File: src/rtl/minimum_trigger_judge_pkg.sv
// Shared widths, FSM encoding and DOUT field offsets for minimum_trigger_judge.
// The offsets match the data frame generator's DIN slicing.
package trigger_judge_pkg;

    localparam int unsigned LANES      = 8;
    localparam int unsigned LANE_WIDTH = 16;
    localparam int unsigned DIFF_WIDTH = 13;
    localparam int unsigned ADC_WIDTH  = DIFF_WIDTH - 1;

    localparam int unsigned DOUT_THR_LSB  = 0;
    localparam int unsigned DOUT_BASE_LSB = DOUT_THR_LSB + DIFF_WIDTH;
    localparam int unsigned DOUT_TS_LSB   = DOUT_BASE_LSB + ADC_WIDTH;
    localparam int unsigned DOUT_DATA_LSB = DOUT_TS_LSB + 48;

    typedef enum logic [1:0] {
        IDLE    = 2'd0,
        ACTIVE  = 2'd1,
        BLOCKED = 2'd2
    } state_t;

    // Sign-extend both operands by one bit so the difference can never overflow.
    function automatic logic [DIFF_WIDTH-1:0] sext_diff(
        input logic [ADC_WIDTH-1:0] a,
        input logic [ADC_WIDTH-1:0] b
    );
        return {a[ADC_WIDTH-1], a} - {b[ADC_WIDTH-1], b};
    endfunction

endpackage

File: src/rtl/minimum_trigger_judge_tap_delay_line.sv
// Shift register of 2**SEL_WIDTH entries with a runtime-selected output tap.
// Entry k holds the input written k+1 clocks ago; reset fills every entry with ones.
module tap_delay_line #(
    parameter int unsigned WIDTH     = 176,
    parameter int unsigned SEL_WIDTH = 5
) (
    input  logic                 i_clk,
    input  logic                 i_rst_n,
    input  logic [WIDTH-1:0]     i_din,
    input  logic [SEL_WIDTH-1:0] i_sel,
    output logic [WIDTH-1:0]     o_tap
);

    localparam int unsigned DEPTH = 2 ** SEL_WIDTH;

    logic [DEPTH-1:0][WIDTH-1:0] r_line;

    always_ff @(posedge i_clk or negedge i_rst_n) begin
        if (!i_rst_n) begin
            r_line <= '1;
        end else begin
            r_line <= {r_line[DEPTH-2:0], i_din};
        end
    end

    assign o_tap = r_line[i_sel];

endmodule

File: src/rtl/minimum_trigger_judge.sv
// Per-lane threshold trigger with pre-trigger delay line and free-running timestamp.
// Build option: define NEG_POLARITY_EN to trigger on negative-going pulses.
module minimum_trigger_judge
    import trigger_judge_pkg::*;
#(
    parameter int unsigned TDATA_WIDTH          = 128,
    parameter int unsigned ADC_RESOLUTION_WIDTH = 12,
    parameter int unsigned TIME_STAMP_WIDTH     = 48,
    parameter int unsigned MAX_DELAY_CNT_WIDTH  = 5,
    parameter int unsigned DOUT_WIDTH           = TDATA_WIDTH + TIME_STAMP_WIDTH + 2*ADC_RESOLUTION_WIDTH + 1
) (
    input  logic                            CLK,
    input  logic                            RESETN,
    input  logic [TDATA_WIDTH-1:0]          ADC_TDATA,
    input  logic                            ADC_TVALID,
    input  logic [ADC_RESOLUTION_WIDTH-1:0] BASELINE,
    input  logic [ADC_RESOLUTION_WIDTH:0]   THRESHOLD,
    input  logic [MAX_DELAY_CNT_WIDTH-1:0]  PRE_ACQUISITION_LEN,
    input  logic                            iREADY,
    output logic                            oVALID,
    output logic [DOUT_WIDTH-1:0]           DOUT,
    output logic [TIME_STAMP_WIDTH-1:0]     TIMESTAMP
);

    localparam int unsigned ADC_LSB = LANE_WIDTH - ADC_RESOLUTION_WIDTH;
    localparam int unsigned LINE_W  = TDATA_WIDTH + TIME_STAMP_WIDTH;

    logic [TIME_STAMP_WIDTH-1:0]        r_ts;
    logic [ADC_RESOLUTION_WIDTH-1:0]    r_baseline;
    logic [DIFF_WIDTH-1:0]              r_threshold;
    logic [MAX_DELAY_CNT_WIDTH-1:0]     r_pre_len;

    logic [TDATA_WIDTH-1:0]             r_s1_data;
    logic [TIME_STAMP_WIDTH-1:0]        r_s1_tag;
    logic [LANES-1:0][DIFF_WIDTH-1:0]   r_s1_diff;
    logic                               r_s1_valid;
    logic                               r_s1_ready;
    logic                               r_s2_hit;
    logic                               r_s2_ready;

    logic [LANES-1:0][DIFF_WIDTH-1:0]   w_diff;
    logic [LANES-1:0]                   w_lane_hit;
    logic                               w_hit;
    logic                               w_cfg_load;
    logic [LINE_W-1:0]                  w_tap;
    logic [DOUT_WIDTH-1:0]              w_dout_next;

    state_t                             r_state;
    state_t                             w_state_next;
    logic                               w_valid_next;
    logic                               r_valid;
    logic [DOUT_WIDTH-1:0]              r_dout;

    always_ff @(posedge CLK or negedge RESETN) begin
        if (!RESETN) begin
            r_ts <= '0;
        end else begin
            r_ts <= r_ts + 1'b1;
        end
    end

    // Config stays frozen from the first in-flight hit until the FSM is back in IDLE.
    assign w_cfg_load = (r_state == IDLE) && !w_hit && !r_s2_hit;

    always_ff @(posedge CLK or negedge RESETN) begin
        if (!RESETN) begin
            r_baseline  <= '0;
            r_threshold <= '0;
            r_pre_len   <= '0;
        end else if (w_cfg_load) begin
            r_baseline  <= BASELINE;
            r_threshold <= THRESHOLD;
            r_pre_len   <= PRE_ACQUISITION_LEN;
        end
    end

    always_comb begin
        w_diff = '0;
        for (int unsigned i = 0; i < LANES; i++) begin
`ifdef NEG_POLARITY_EN
            w_diff[i] = sext_diff(r_baseline, ADC_TDATA[i*LANE_WIDTH + ADC_LSB +: ADC_RESOLUTION_WIDTH]);
`else
            w_diff[i] = sext_diff(ADC_TDATA[i*LANE_WIDTH + ADC_LSB +: ADC_RESOLUTION_WIDTH], r_baseline);
`endif
        end
    end

    always_comb begin
        w_lane_hit = '0;
        for (int unsigned i = 0; i < LANES; i++) begin
            w_lane_hit[i] = $signed(r_s1_diff[i]) >= $signed(r_threshold);
        end
    end

    assign w_hit = r_s1_valid & (|w_lane_hit);

    // iREADY travels with its sample so the FSM judges each word against its own ready.
    always_ff @(posedge CLK or negedge RESETN) begin
        if (!RESETN) begin
            r_s1_data  <= '0;
            r_s1_tag   <= '0;
            r_s1_diff  <= '0;
            r_s1_valid <= 1'b0;
            r_s1_ready <= 1'b0;
            r_s2_hit   <= 1'b0;
            r_s2_ready <= 1'b0;
        end else begin
            r_s1_data  <= ADC_TDATA;
            r_s1_tag   <= r_ts;
            r_s1_diff  <= w_diff;
            r_s1_valid <= ADC_TVALID;
            r_s1_ready <= iREADY;
            r_s2_hit   <= w_hit;
            r_s2_ready <= r_s1_ready;
        end
    end

    tap_delay_line #(
        .WIDTH     (LINE_W),
        .SEL_WIDTH (MAX_DELAY_CNT_WIDTH)
    ) u_delay (
        .i_clk   (CLK),
        .i_rst_n (RESETN),
        .i_din   ({r_s1_data, r_s1_tag}),
        .i_sel   (r_pre_len),
        .o_tap   (w_tap)
    );

    always_comb begin
        w_dout_next = '0;
        w_dout_next[DOUT_DATA_LSB +: TDATA_WIDTH]         = w_tap[TIME_STAMP_WIDTH +: TDATA_WIDTH];
        w_dout_next[DOUT_TS_LSB +: TIME_STAMP_WIDTH]      = w_tap[0 +: TIME_STAMP_WIDTH];
        w_dout_next[DOUT_BASE_LSB +: ADC_RESOLUTION_WIDTH] = r_baseline;
        w_dout_next[DOUT_THR_LSB +: DIFF_WIDTH]           = r_threshold;
    end

    always_comb begin
        w_state_next = r_state;
        w_valid_next = 1'b0;
        case (r_state)
            IDLE: begin
                if (r_s2_hit && r_s2_ready) begin
                    w_state_next = ACTIVE;
                    w_valid_next = 1'b1;
                end
            end
            ACTIVE: begin
                if (!r_s2_ready) begin
                    w_state_next = BLOCKED;
                end else if (!r_s2_hit) begin
                    w_state_next = IDLE;
                end else begin
                    w_valid_next = 1'b1;
                end
            end
            BLOCKED: begin
                if (r_s2_ready && !r_s2_hit) begin
                    w_state_next = IDLE;
                end
            end
            default: w_state_next = IDLE;
        endcase
    end

    always_ff @(posedge CLK or negedge RESETN) begin
        if (!RESETN) begin
            r_state <= IDLE;
            r_valid <= 1'b0;
            r_dout  <= '1;
        end else begin
            r_state <= w_state_next;
            r_valid <= w_valid_next;
            r_dout  <= w_dout_next;
        end
    end

    assign oVALID    = r_valid;
    assign DOUT      = r_dout;
    assign TIMESTAMP = r_ts;

endmodule

File: config.mk
export PLATFORM = sky130hd
export DESIGN_NAME = minimum_trigger_judge
export DESIGN_NICKNAME = d
export VERILOG_FILES = /design/src/rtl/minimum_trigger_judge_pkg.sv /design/src/rtl/minimum_trigger_judge_tap_delay_line.sv /design/src/rtl/minimum_trigger_judge.sv
export SDC_FILE = /design/constraint.sdc
export NUM_CORES = 2
export LEC_CHECK = 0
export ABC_CLOCK_PERIOD_IN_PS = 4100
export CAP_MARGIN = 20
export CORE_MARGIN = 3
export CORE_UTILIZATION = 40
export DETAILED_ROUTE_END_ITERATION = 8
export SKIP_LAST_GASP = 1
export SYNTH_ARGS = -nofsm -noshare
export SYNTH_HDL_FRONTEND = slang
export SYNTH_SLANG_ARGS = --single-unit
export TNS_END_PERCENT = 20
File: constraint.sdc
create_clock -name CLK -period 4.1 [get_ports CLK]
set_input_delay 1.025 -clock CLK [delete_from_list [all_inputs] [get_ports CLK]]
set_output_delay 1.025 -clock CLK [all_outputs]
set_load 0.005 [all_outputs]
== After elaboration in Yosys (flattened, before gate mapping) ==
Cells that the tools add are included.
Storage, ports and cells
  flip-flop bits (word level): 6198
  bits in latches: 0
  memory bits (writable): 0
  bits in read-only memories: 0
  input port bits: 162
  logic and storage cells: 97
  memories: 0
Operators by class
  add/subtract/negate cells: 9
  $mul: 0
  divide/modulo/power cells: 0
  order comparisons: 9
  equal/unequal tests: 5
  shift operators: 0
  mux-type cells: 11
  bitwise logic cells: 1
  reductions and logical operators: 9
Operators with widths (number)
  $bmux 176 s5: 1
  $mux 176: 1
  $ge 13x13->1: 8
  $sub 12x12->13: 8
  $add 48x1->48 const B: 1
  $mux 2: 4
  $reduce_or 8->1: 1
  $lt 5x6->1 const B: 1
  $pmux 2 s3: 1
  $logic_and 1x1->1: 4
  $mux 1: 3
  $ne 3x3->1 const B: 1
  $reduce_and 3->1: 1
  $eq 2x1->1 const B: 1
  $eq 2x2->1 const B: 1
  $logic_not 1->1: 2
  $logic_not 2->1: 1
  $ne 2x1->1 const B: 1
  $ne 2x2->1 const B: 1
  $pmux 1 s2: 1
  $and 1x1->1: 1

== Depth between registers and ports, before layout ==
  depth in word-level cells: 6
  depth in mapped cells: 11
  depth with buffers taken out: 11

== By module ==
From an unflattened synthesis, not the netlist that was laid out.
Unflattened totals
  cell total of the unflattened synthesis: 10308
  area total of the unflattened synthesis: 210976.1 µm²
Modules (own cells, without submodules)
  tap_delay_line: instances 1, cells each 8763, area each 188995.0 µm², sequential area each 147981.9 µm²
  minimum_trigger_judge: instances 1, cells each 1545, area each 21981.1 µm², sequential area each 14415.1 µm²

== Least setup slack after synthesis ==
OpenSTA, ideal clock, no wires.
  path kind: input -> register
  from: in ADC_TDATA[20]
  to: reg r_s1_diff[25] in the netlist's numbering
  library setup time: 0.125 ns
  data arrival time: 2.839 ns
  path slack: 1.136 ns
  cell stages on the path: 11
  path through: inv_1 > ha_1 > fa_1 > nor2b_1 > o21ai_0 > a21boi_0 > o21ai_0 > a21oi_1 > a31o_2 > a211oi_1 > mux2_2
RTL lines
  start: declaration: line minimum_trigger_judge.sv:14  | input logic [TDATA_WIDTH-1:0] ADC_TDATA,
  end signal: assignment: line minimum_trigger_judge.sv:110  | r_s1_diff <= w_diff;
  end: declaration: line minimum_trigger_judge.sv:35  | logic [LANES-1:0][DIFF_WIDTH-1:0] r_s1_diff;

== Final worst setup path ==
  from: reg r_threshold[1]
  to: reg r_pre_len[1]
Between the ends
  longest elaborated chain between the ends: 6
  elaborated cells on any way between the ends: 13
RTL lines
  start: declaration: line minimum_trigger_judge.sv:30  | logic [DIFF_WIDTH-1:0] r_threshold;
  start signal: assignment: line minimum_trigger_judge.sv:68  | r_threshold <= '0;
  start signal: assignment: line minimum_trigger_judge.sv:72  | r_threshold <= THRESHOLD;
  $ge 13x13->1: line minimum_trigger_judge.sv:91  | w_lane_hit[i] = $signed(r_s1_diff[i]) >= $signed(r_threshold);
  $reduce_or 8->1 (*): line minimum_trigger_judge.sv:95  | assign w_hit = r_s1_valid & (|w_lane_hit);
  $and 1x1->1 (*): line minimum_trigger_judge.sv:95
  $logic_not 1->1 (*): line minimum_trigger_judge.sv:63  | assign w_cfg_load = (r_state == IDLE) && !w_hit && !r_s2_hit;
  $logic_and 1x1->1 (*) (2 in a row): line minimum_trigger_judge.sv:63
  end signal: assignment: line minimum_trigger_judge.sv:69  | r_pre_len <= '0;
  end signal: assignment: line minimum_trigger_judge.sv:73  | r_pre_len <= PRE_ACQUISITION_LEN;
  end: declaration: line minimum_trigger_judge.sv:31  | logic [MAX_DELAY_CNT_WIDTH-1:0] r_pre_len;
Mark *: on every way between the ends. The rest lies on a longest branch, timed or not.
A chain may end at the register's enable or synchronous reset.

==> impl_metrics.env <==
export IMPL_synth_edf_count=0
export IMPL_ys_seq_elements=6198
export IMPL_required_ns=5.01
export IMPL_die_h_um=737
export IMPL_placed_area_mm2=0.228
export IMPL_slew_violations=0
export IMPL_cts_tree="yes"
export IMPL_hold_path_class="in2async"
export IMPL_drc_errors=0
export IMPL_die_area_mm2=0.542
export IMPL_pre_cts_slack_ns=0.0728
export IMPL_die_w_um=737
export IMPL_drt_initial_drc_count=5635
export IMPL_yosysTopAreaCell="dfstp_2"
export IMPL_min_period_ns=3.59
export IMPL_clk_latency_ns=1.07
export IMPL_synthTopCellsByCount="dfstp_2 (5,833), mux4_2 (1,760), dfrtp_1 (365)"
export IMPL_ctsResizeCount=0
export IMPL_final_antenna_net_count=0
export IMPL_grt_pass1_wl_um=687000
export IMPL_relSlewSlack_pct=24.6
export IMPL_synthCells=9539
export IMPL_critPathKind="reg2reg"
export IMPL_place_port_buffers=411
export IMPL_grt_start_max_net_pins=208
export IMPL_clk_pin_slew_ns=0.06
export IMPL_power_leakage_nw=95.4
export IMPL_h_tree_depth=6
export IMPL_critPathArrivalTime_ns=4.50
export IMPL_grt_overflow=0
export IMPL_final_nets=10900
export IMPL_yosys_warnings=0
export IMPL_cts_root_buf="clkbuf_16"
export IMPL_synth_area_leaders="dfstp_2 (72%), mux4_2 (19%), dfrtp_1 (4.3%), ha_1 (1.2%), mux2_2 (1.1%)"
export IMPL_fin_area_mm2=0.250
export IMPL_drt_wl_total_um=436000
export IMPL_place_congestion=0.813
export IMPL_setup_violations=0
export IMPL_synth_top_area_share_pct=71.8
export IMPL_synth_most_common_cell="dfstp_2"
export IMPL_final_hold_viol_count=0
export IMPL_setup_ws_ns=0.506
export IMPL_fp_coreArea_mm2=0.530
export IMPL_viasPerCell=5.16
export IMPL_start_kind="flop"
export IMPL_ys_seq_area_share_pct=76.1
export IMPL_fin_util_pct=47.2
export IMPL_outcome="finished, final reports clean"
export IMPL_dp_cells=16800
export IMPL_synth_area_mm2=0.213
export IMPL_worst_pin_slew_ns=1.13
export IMPL_peakVddDrop_mv=0.428
export IMPL_end_kind="flop"
export IMPL_fin_skew_ns=0.0885
export IMPL_ys_types=61
export IMPL_cts_buffer_depth=4
export IMPL_post_cts_setup_buffer_count=0
export IMPL_power_density_mw_per_mm2=622
export IMPL_fin_cells=18000
export IMPL_antenna_found_initial=43
export IMPL_syn_nets=9910
export IMPL_synth_avg_cell_area_um2=22.4
export IMPL_rsz0062_at_grt="no"
export IMPL_detailed_place_hpwl_um=271000
export IMPL_grt_pass1_vias=108000
export IMPL_start_util_pct=40.3
export IMPL_avgRoutedWirePerCell_um=24.2
export IMPL_post_route_period_util_pct=87.7
export IMPL_cts_made_buffers=631
export IMPL_num_rows=267
export IMPL_clock_sinks=6198
export IMPL_fmax_mhz=278
export IMPL_vias=93000
export IMPL_synthFlopType="dfstp_2"
export IMPL_firstDrtPassIters=5
export IMPL_drive_above_1_share_pct=83.0
export IMPL_area_growth_pct=17.2
export IMPL_async_flop_share_pct=100
export IMPL_cp_max_fo=30
export IMPL_r2r_slack_ns=0.51
export IMPL_grt_use_total_pct=16.3
export IMPL_io_pins=412
export IMPL_max_cap_viol_count=0
export IMPL_tns_ns=0
export IMPL_holdBufCountCts=0
[through the flow]
step | hold WS, ns | power [mW]
after CTS | 0.212 | 158
after floorplan | 0.331 | 86.8
final | 0.286 | 156
after global placement | 0.334 | 97.6
after detailed placement | 0.336 | 98.2
after global routing | 0.259 | 163
[power breakdown]
part	switching, mW	total (mW)	internal [mW]
sequential	2.73	69.7	67.0
combinational	12.9	27.0	14.0
clock	24.1	58.9	34.8
total	39.7	156	116
[routing by layer]
layer  vias to the layer above  global-route usage (%)  wire (um)
li1                      37100                       -          -
met1                     53300                    23.4     196000
met2                      1856                    25.5     208000
met3                       714                    2.69      18900
met4                         4                    4.96      13100
met5                         -                       0         27
[critical path: stages (launching register included)]
cell and delay [ns]:
dfrtp_1 0.41, inv_1 0.42, ha_1 0.34, nor2b_1 0.13, o21bai_1 0.11, a311oi_1 0.10, a311oi_1 0.31, mux2i_1 0.41
nand4_1 0.24, a21oi_4 0.23, buf_12 0.28, mux2_2 0.38
[sequential cells by signal, indices dropped and copies added, names as in the netlist]
signal          count
r_s1_tag           48
r_s1_data         128
r_s1_valid          1
DOUT              201
TIMESTAMP          48
r_s1_diff         104
r_s1_ready          1
u_delay.r_line   5632
r_threshold        13
r_pre_len           5
r_state             2
oVALID              1
r_s2_hit            1
r_baseline         12
r_s2_ready          1
[worst paths after layout]
check,start,cells past startpoint,to
setup / recovery,r_threshold[1]$_DFFE_PN0P_,11,r_pre_len[1]$_DFFE_PN0P_
hold / removal,RESETN,2,r_s1_tag[30]$_DFF_PN0_
setup reg to reg,r_threshold[1]$_DFFE_PN0P_,11,r_pre_len[1]$_DFFE_PN0P_
hold reg to reg,u_delay.r_line[5447]$_DFF_PN1_,0,u_delay.r_line[5623]$_DFF_PN1_
max in group asynchronous,RESETN,3,r_s1_data[114]$_DFF_PN0_
min in group CLK,u_delay.r_line[5447]$_DFF_PN1_,0,u_delay.r_line[5623]$_DFF_PN1_
[cells in the final DEF (no fill, tap or decap), drive strengths merged, types with 20 or more instances in the layout]
| cell type | n |
|---|---|
| clkbuf | 945 |
| a21oi | 48 |
| o21a | 20 |
| mux2 | 210 |
| nor3 | 30 |
| nand3 | 39 |
| buf | 322 |
| dfstp | 5833 |
| o21ai | 41 |
| nand2 | 55 |
| nand4 | 32 |
| dfrtp | 365 |
| xor2 | 23 |
| clkdlybuf4s50 | 410 |
| mux4 | 1760 |
| bufinv | 52 |
| xnor2 | 84 |
| ha | 201 |
| inv | 126 |
| nor2b | 28 |
| nor2 | 101 |
| clkinv | 111 |
[cell type report]
| type | count | area, um^2 |
|---|---|---|
| well taps | 6994 | 8750 |
| clock inverters | 204 | 3230 |
| diodes | 18 | 45.0 |
| fillers | 42300 | 280000 |
| inverters | 94 | 353 |
| flip-flops and latches | 6198 | 162000 |
| clock buffers | 945 | 18500 |
| repair buffers | 732 | 8090 |
| multi-input cells | 2831 | 48700 |
[cell families (layout without fill, tap and decap cells)]
group / after synthesis / after routing / synth area share, %
AO/OA/AOI/OAI: 203 / 203 / 0.638
adder cells (fa/ha/maj): 209 / 209 / 1.25
XOR/XNOR: 107 / 107 / 0.439
multiplexers: 1971 / 1971 / 19.7
buffers and inverters: 510 / 1975 / 1.09
other: 0 / 18 / 0
flip-flops: 6198 / 6198 / 76.1
AND/OR/NAND/NOR: 341 / 341 / 0.814
Power figures use the tool's default switching activity.
